$ cat config.mk
export PLATFORM = sky130hd
export DESIGN_NAME = regfile_writeback
export DESIGN_NICKNAME = d
export VERILOG_FILES = /design/src/rtl/wb_pkg.sv /design/src/rtl/wb_fifo.sv /design/src/rtl/regfile_writeback.sv
export SDC_FILE = /design/constraint.sdc
export NUM_CORES = 1
export LEC_CHECK = 0
export BUFFER_PORTS_ARGS = -buffer_cell sky130_fd_sc_hd__buf_2
export CORE_MARGIN = 1
export CORE_UTILIZATION = 35
export DETAILED_ROUTE_END_ITERATION = 8
export MAX_ROUTING_LAYER = met4
export SETUP_SLACK_MARGIN = 0.15
export SYNTH_ARGS = -nofsm -noshare
export SYNTH_HDL_FRONTEND = slang
export SYNTH_HIERARCHICAL = 1
export SYNTH_SLANG_ARGS = --single-unit
$ cat constraint.sdc
create_clock -name clk -period 5.3 [get_ports clk]
set_input_delay 0.53 -clock clk [delete_from_list [all_inputs] [get_ports clk]]
set_output_delay 0.53 -clock clk [all_outputs]
set_load 0.05 [all_outputs]
$ cat src/rtl/wb_pkg.sv
// Shared writeback types: register address/data widths, the zero register, and the {rd,data} entry.
// No logic, so no latency or backpressure of its own.
package wb_pkg;
    localparam int REG_ADDR_W = 5;
    localparam int DATA_W     = 32;
    localparam int NUM_REGS   = 2 ** REG_ADDR_W;
    localparam logic [REG_ADDR_W-1:0] REG_ZERO = '0;

    typedef struct packed {
        logic [REG_ADDR_W-1:0] rd;
        logic [DATA_W-1:0]     data;
    } wb_entry;
endpackage

$ cat src/rtl/wb_fifo.sv
// Sync FIFO of wb_entry. A push lands at the next edge; the head is visible combinationally.
// A push while full and a pop while empty are ignored. Pointers carry an extra wrap bit.
module wb_fifo
    import wb_pkg::*;
#(
    parameter int DEPTH = 2
) (
    input  logic    clk,
    input  logic    rst_n,
    input  logic    i_push,
    input  wb_entry i_push_dat,
    input  logic    i_pop,
    output wb_entry o_head_dat,
    output logic    o_full,
    output logic    o_empty
);
    localparam int AW = $clog2(DEPTH);

    logic [AW:0] r_wptr;
    logic [AW:0] r_rptr;
    wb_entry     r_mem [DEPTH];
    logic        w_do_push;
    logic        w_do_pop;

    assign o_empty    = (r_wptr == r_rptr);
    assign o_full     = (r_wptr[AW] != r_rptr[AW]) && (r_wptr[AW-1:0] == r_rptr[AW-1:0]);
    assign w_do_push  = i_push && !o_full;
    assign w_do_pop   = i_pop && !o_empty;
    assign o_head_dat = r_mem[r_rptr[AW-1:0]];

    always_ff @(posedge clk or negedge rst_n) begin
        if (!rst_n) begin
            r_wptr <= '0;
            r_rptr <= '0;
        end else begin
            if (w_do_push) r_wptr <= r_wptr + (AW+1)'(1);
            if (w_do_pop)  r_rptr <= r_rptr + (AW+1)'(1);
        end
    end

    // Storage is not reset; the pointers alone decide what is valid.
    always_ff @(posedge clk) begin
        if (w_do_push) r_mem[r_wptr[AW-1:0]] <= i_push_dat;
    end
endmodule

$ cat src/rtl/regfile_writeback.sv
// Writeback arbiter: loads (priority) and buffered ALU results share one registered RF write port; tracks busy regs.
// Latency: load 1 cycle, ALU 2 cycles through the FIFO. alu_ready = FIFO not full; loads are never stalled.
// WB_BYPASS_EN adds byp_valid/byp_addr/byp_data showing the write selected this cycle, before the register.
module regfile_writeback
    import wb_pkg::*;
#(
    parameter int ALU_FIFO_DEPTH = 2
) (
    input  logic                  clk,
    input  logic                  rst_n,
    input  logic                  alu_valid,
    input  logic [REG_ADDR_W-1:0] alu_rd,
    input  logic [DATA_W-1:0]     alu_data,
    output logic                  alu_ready,
    input  logic                  ld_valid,
    input  logic [REG_ADDR_W-1:0] ld_rd,
    input  logic [DATA_W-1:0]     ld_data,
    input  logic                  issue_valid,
    input  logic [REG_ADDR_W-1:0] issue_rd,
    output logic                  wen,
    output logic [REG_ADDR_W-1:0] rgAddW,
    output logic [DATA_W-1:0]     dataW,
    output logic [NUM_REGS-1:0]   busy
`ifdef WB_BYPASS_EN
    ,
    output logic                  byp_valid,
    output logic [REG_ADDR_W-1:0] byp_addr,
    output logic [DATA_W-1:0]     byp_data
`endif
);
    wb_entry               w_head;
    wb_entry               w_sel;
    logic                  w_fifo_full;
    logic                  w_fifo_empty;
    logic                  w_push;
    logic                  w_pop;
    logic                  w_sel_vld;
    logic                  w_sel_wr;
    logic [NUM_REGS-1:0]   w_busy_nxt;
    logic                  r_wen;
    logic [REG_ADDR_W-1:0] r_addr;
    logic [DATA_W-1:0]     r_data;
    logic [NUM_REGS-1:0]   r_busy;

    assign alu_ready = !w_fifo_full;
    assign w_push    = alu_valid && alu_ready;
    assign w_pop     = !ld_valid && !w_fifo_empty;

    wb_fifo #(
        .DEPTH (ALU_FIFO_DEPTH)
    ) u_alu_fifo (
        .clk        (clk),
        .rst_n      (rst_n),
        .i_push     (w_push),
        .i_push_dat ('{rd: alu_rd, data: alu_data}),
        .i_pop      (w_pop),
        .o_head_dat (w_head),
        .o_full     (w_fifo_full),
        .o_empty    (w_fifo_empty)
    );

    always_comb begin
        w_sel_vld = 1'b0;
        w_sel     = '0;
        if (ld_valid) begin
            w_sel_vld = 1'b1;
            w_sel     = '{rd: ld_rd, data: ld_data};
        end else if (!w_fifo_empty) begin
            w_sel_vld = 1'b1;
            w_sel     = w_head;
        end
    end

    // A selected write to r0 is consumed (the FIFO still pops) but never reaches the port.
    assign w_sel_wr = w_sel_vld && (w_sel.rd != REG_ZERO);

    always_ff @(posedge clk or negedge rst_n) begin
        if (!rst_n) begin
            r_wen  <= 1'b0;
            r_addr <= '0;
            r_data <= '0;
        end else begin
            r_wen <= w_sel_wr;
            if (w_sel_wr) begin
                r_addr <= w_sel.rd;
                r_data <= w_sel.data;
            end
        end
    end

    // Clear first so a same-cycle issue to the retiring register keeps it busy.
    always_comb begin
        w_busy_nxt = r_busy;
        if (r_wen) w_busy_nxt[r_addr] = 1'b0;
        if (issue_valid && (issue_rd != REG_ZERO)) w_busy_nxt[issue_rd] = 1'b1;
        w_busy_nxt[REG_ZERO] = 1'b0;
    end

    always_ff @(posedge clk or negedge rst_n) begin
        if (!rst_n) r_busy <= '0;
        else        r_busy <= w_busy_nxt;
    end

    assign wen    = r_wen;
    assign rgAddW = r_addr;
    assign dataW  = r_data;
    assign busy   = r_busy;

`ifdef WB_BYPASS_EN
    assign byp_valid = w_sel_wr;
    assign byp_addr  = w_sel.rd;
    assign byp_data  = w_sel.data;
`endif
endmodule
==> reports/results.tsv <==
metric	value	unit
cts.sinks	147	
fp.dieW	135	um
path_class	flop to flop	
floorplan.die_area	18100	um^2
die_y	135	um
htree_levels	4	
drt_pre_antenna_iters	4	
grt_pass1_wl	22300	um
setup_violations	0	
async_flop_share	49.7	%
crit_buf_inv	1	
synth_cell_types	43	
power.leakage	0.00322	uW
clock.fmax	283	MHz
cts-root-buf	clkbuf_16	
rsz0062_at_grt	no	
arrival	3.82	ns
drtIter0Drc	195	
seqCellArea	4050	um^2
grt-ovfl-total	0	
num-nets-final	641	
cp.depth	5	
areaGrowthSynthToFinish	24.1	%
yosys_warnings	6	
yosys.area_share.simple	3.80	%
cp_max_fo	44	
ant_nets	0	
grt_pass1_vias	4201	
synth_edf_count	74	
status	completed	
crit_chain	xor2_1 > nor2_1 > o311ai_4 > buf_4 > mux2_2	
slew_headroom	14.2	%
endpoint_kind	flop	
ir_drop	0.392	mV
cts_hold_repair.buffers	0	
tns	0	ns
port_buffers	153	
clk_pin_slew	0.06	ns
tritoncts	done	
reg2regPathDepth	5	
muxShareOfSynthArea	14.5	%
synth_top_family_by_area	multiplexers	
multi_input_area	1960	um^2
core	17200	um^2
cts_buffer_depth	2	
ff2ff_setup_slack	1.76	ns
std_cell_rows	48	
drv_cap	0	
hold_viol	0	
crit_start	u_alu_fifo/r_rptr[0]$_DFFE_PN0P_	
ys_seq_elements	147	
grt_max_degree	74	
cp_slowest_stage_delay	1.06	ns
drive_gt1_share	44.9	%
maxSlewViolCount	0	
avgRoutedWirePerCell	18.2	um
synth_compound_area_share	12.6	%
io_pins	155	
synth_area	6160	um^2
vias	4052	
cp.required	5.58	ns
antenna_found_initial	3	
fin_crit_sh	66.8	%
post_synth.cell_area_avg	15.4	um^2
synthAdderAreaFrac	0	%
p_per_area	723	nW/um^2
start_util	35.8	%
yosysSeqAreaShare	65.7	%
min_period	3.54	ns
worst_slew_pin_slew	1.28	ns
syn_inst	400	
worstHoldPathType	input pin to asynchronous set/reset pin	
syn_nets	484	
postCtsResizedCells	0	
via_per_inst	5.07	
grt.total_usage	17.0	%
critPathSlowestCell	dfrtp_2	
cts_setup_buffers	0	
fill_cells	1561	
synth-xor-area-share	0.548	%
crit_family	flip-flops	
numCtsBuffers	17	
wl	14500	um
drc	0	
final_util	44.4	%
gp_congestion	0.826	
fin_skew	0.00557	ns
dp_hpwl	9830	um
synthFlopType	edfxtp_1	
crit_path_start_kind	flop	
reg2reg_to	dataW[2]$_DFFE_PN0P_	
reg2reg_from	u_alu_fifo/r_rptr[0]$_DFFE_PN0P_	
clock_latency	0.40	ns
whs	0.268	ns
crit_path_end	dataW[2]$_DFFE_PN0P_	
where the power goes:
part / switching [uW] / internal [uW]
Sequential: 293 / 1700
Combinational: 1710 / 759
Clock: 436 / 631
cell usage in the layout, fill, tap and decap left out, types with 2 or more instances in the layout:
cell type / netlist / layout
inv_1: 7 / 7
o21ai_1: 3 / 3
clkbuf_16: 0 / 17
clkbuf_1: 6 / 2
nand3b_1: 5 / 5
a22oi_1: 3 / 3
or3b_2: 2 / 2
nand3_1: 14 / 14
a21oi_1: 4 / 3
buf_4: 2 / 4
clkbuf_8: 0 / 3
a22o_1: 32 / 32
diode_2: 0 / 4
dfrtp_1: 73 / 72
inv_4: 0 / 2
mux2_2: 30 / 30
clkinv_2: 0 / 7
edfxtp_1: 74 / 74
buf_2: 0 / 152
mux2_1: 15 / 15
nor2_1: 4 / 4
nand2_1: 4 / 4
mux2_4: 25 / 25
o21ai_0: 65 / 65
synthesized netlist by cell type, types with 2 or more instances:
master	number	area (um^2)
edfxtp_1	74	2220
mux2_4	25	375
inv_1	7	26.3
nand2_1	4	15.0
mux2_2	30	338
nor2_1	4	15.0
nand3_1	14	70.1
a22o_1	32	280
buf_4	2	15.0
nand3b_1	5	37.5
o21ai_1	3	15.0
a21oi_1	4	20.0
a22oi_1	3	22.5
clkbuf_1	6	22.5
buf_6	8	90.1
mux2_1	15	169
dfrtp_1	73	1830
or3b_2	2	17.5
o21ai_0	65	325
how the worst min path moves through the flow:
stage | to | slack [ns] | from
finish | busy[10]$_DFF_PN0_ | 0.27 | rst_n
global route | u_alu_fifo/r_mem[0][22]$_DFFE_PP_ | 0.30 | alu_data[22]
CTS | u_alu_fifo/r_mem[0][23]$_DFFE_PP_ | 0.29 | alu_data[23]
detailed placement | dataW[23]$_DFFE_PN0P_ | 0.49 | dataW[23]$_DFFE_PN0P_
global placement | busy[11]$_DFF_PN0_ | 0.48 | busy[11]$_DFF_PN0_
floorplan | busy[10]$_DFF_PN0_ | 0.23 | rst_n
per-layer routing:
metal	track usage (%)	part of all wire, %
met1	21.1	43
met2	26.1	47
met3	4.69	8.4
met4	6.93	1.1
met5	-	0
cell type report:
type	instances	share of cell area [%]
multi-input cells	228	25.6
well taps	225	3.68
flip-flops and latches	147	53.0
diodes	4	0.131
inverters	7	0.344
clock inverters	10	0.736
clock buffers	22	6.20
repair buffers	156	10.3
stage by stage:
stage / area, um^2 / power, uW / setup WS, ns / instances
6_report: 7650 / 5530 / 1.76 / 799
3_5_place_dp: 7110 / 4500 / 1.70 / 763
3_3_place_gp: 7110 / 4430 / 1.79 / 763
5_1_grt: 7650 / 5810 / 1.54 / 798
2_1_floorplan: 6160 / 3880 / 1.82 / 400
4_1_cts: 7640 / 5580 / 1.70 / 795
registers in the layout (all words and copies together), names as in the netlist:
signal,count
wen,1
dataW,32
rgAddW,5
u_alu_fifo/r_mem,74
u_alu_fifo/r_wptr,2
u_alu_fifo/r_rptr,2
busy,31
cells by family (layout without fill, tap and decap cells):
family / Yosys count / after routing
AO/OA/AOI/OAI: 115 / 115
XOR/XNOR: 3 / 3
buffers and inverters: 25 / 195
flip-flops: 147 / 147
multiplexers: 71 / 71
other: 1 / 5
AND/OR/NAND/NOR: 38 / 38
Note: power is estimated with default switching activity, not from simulation.
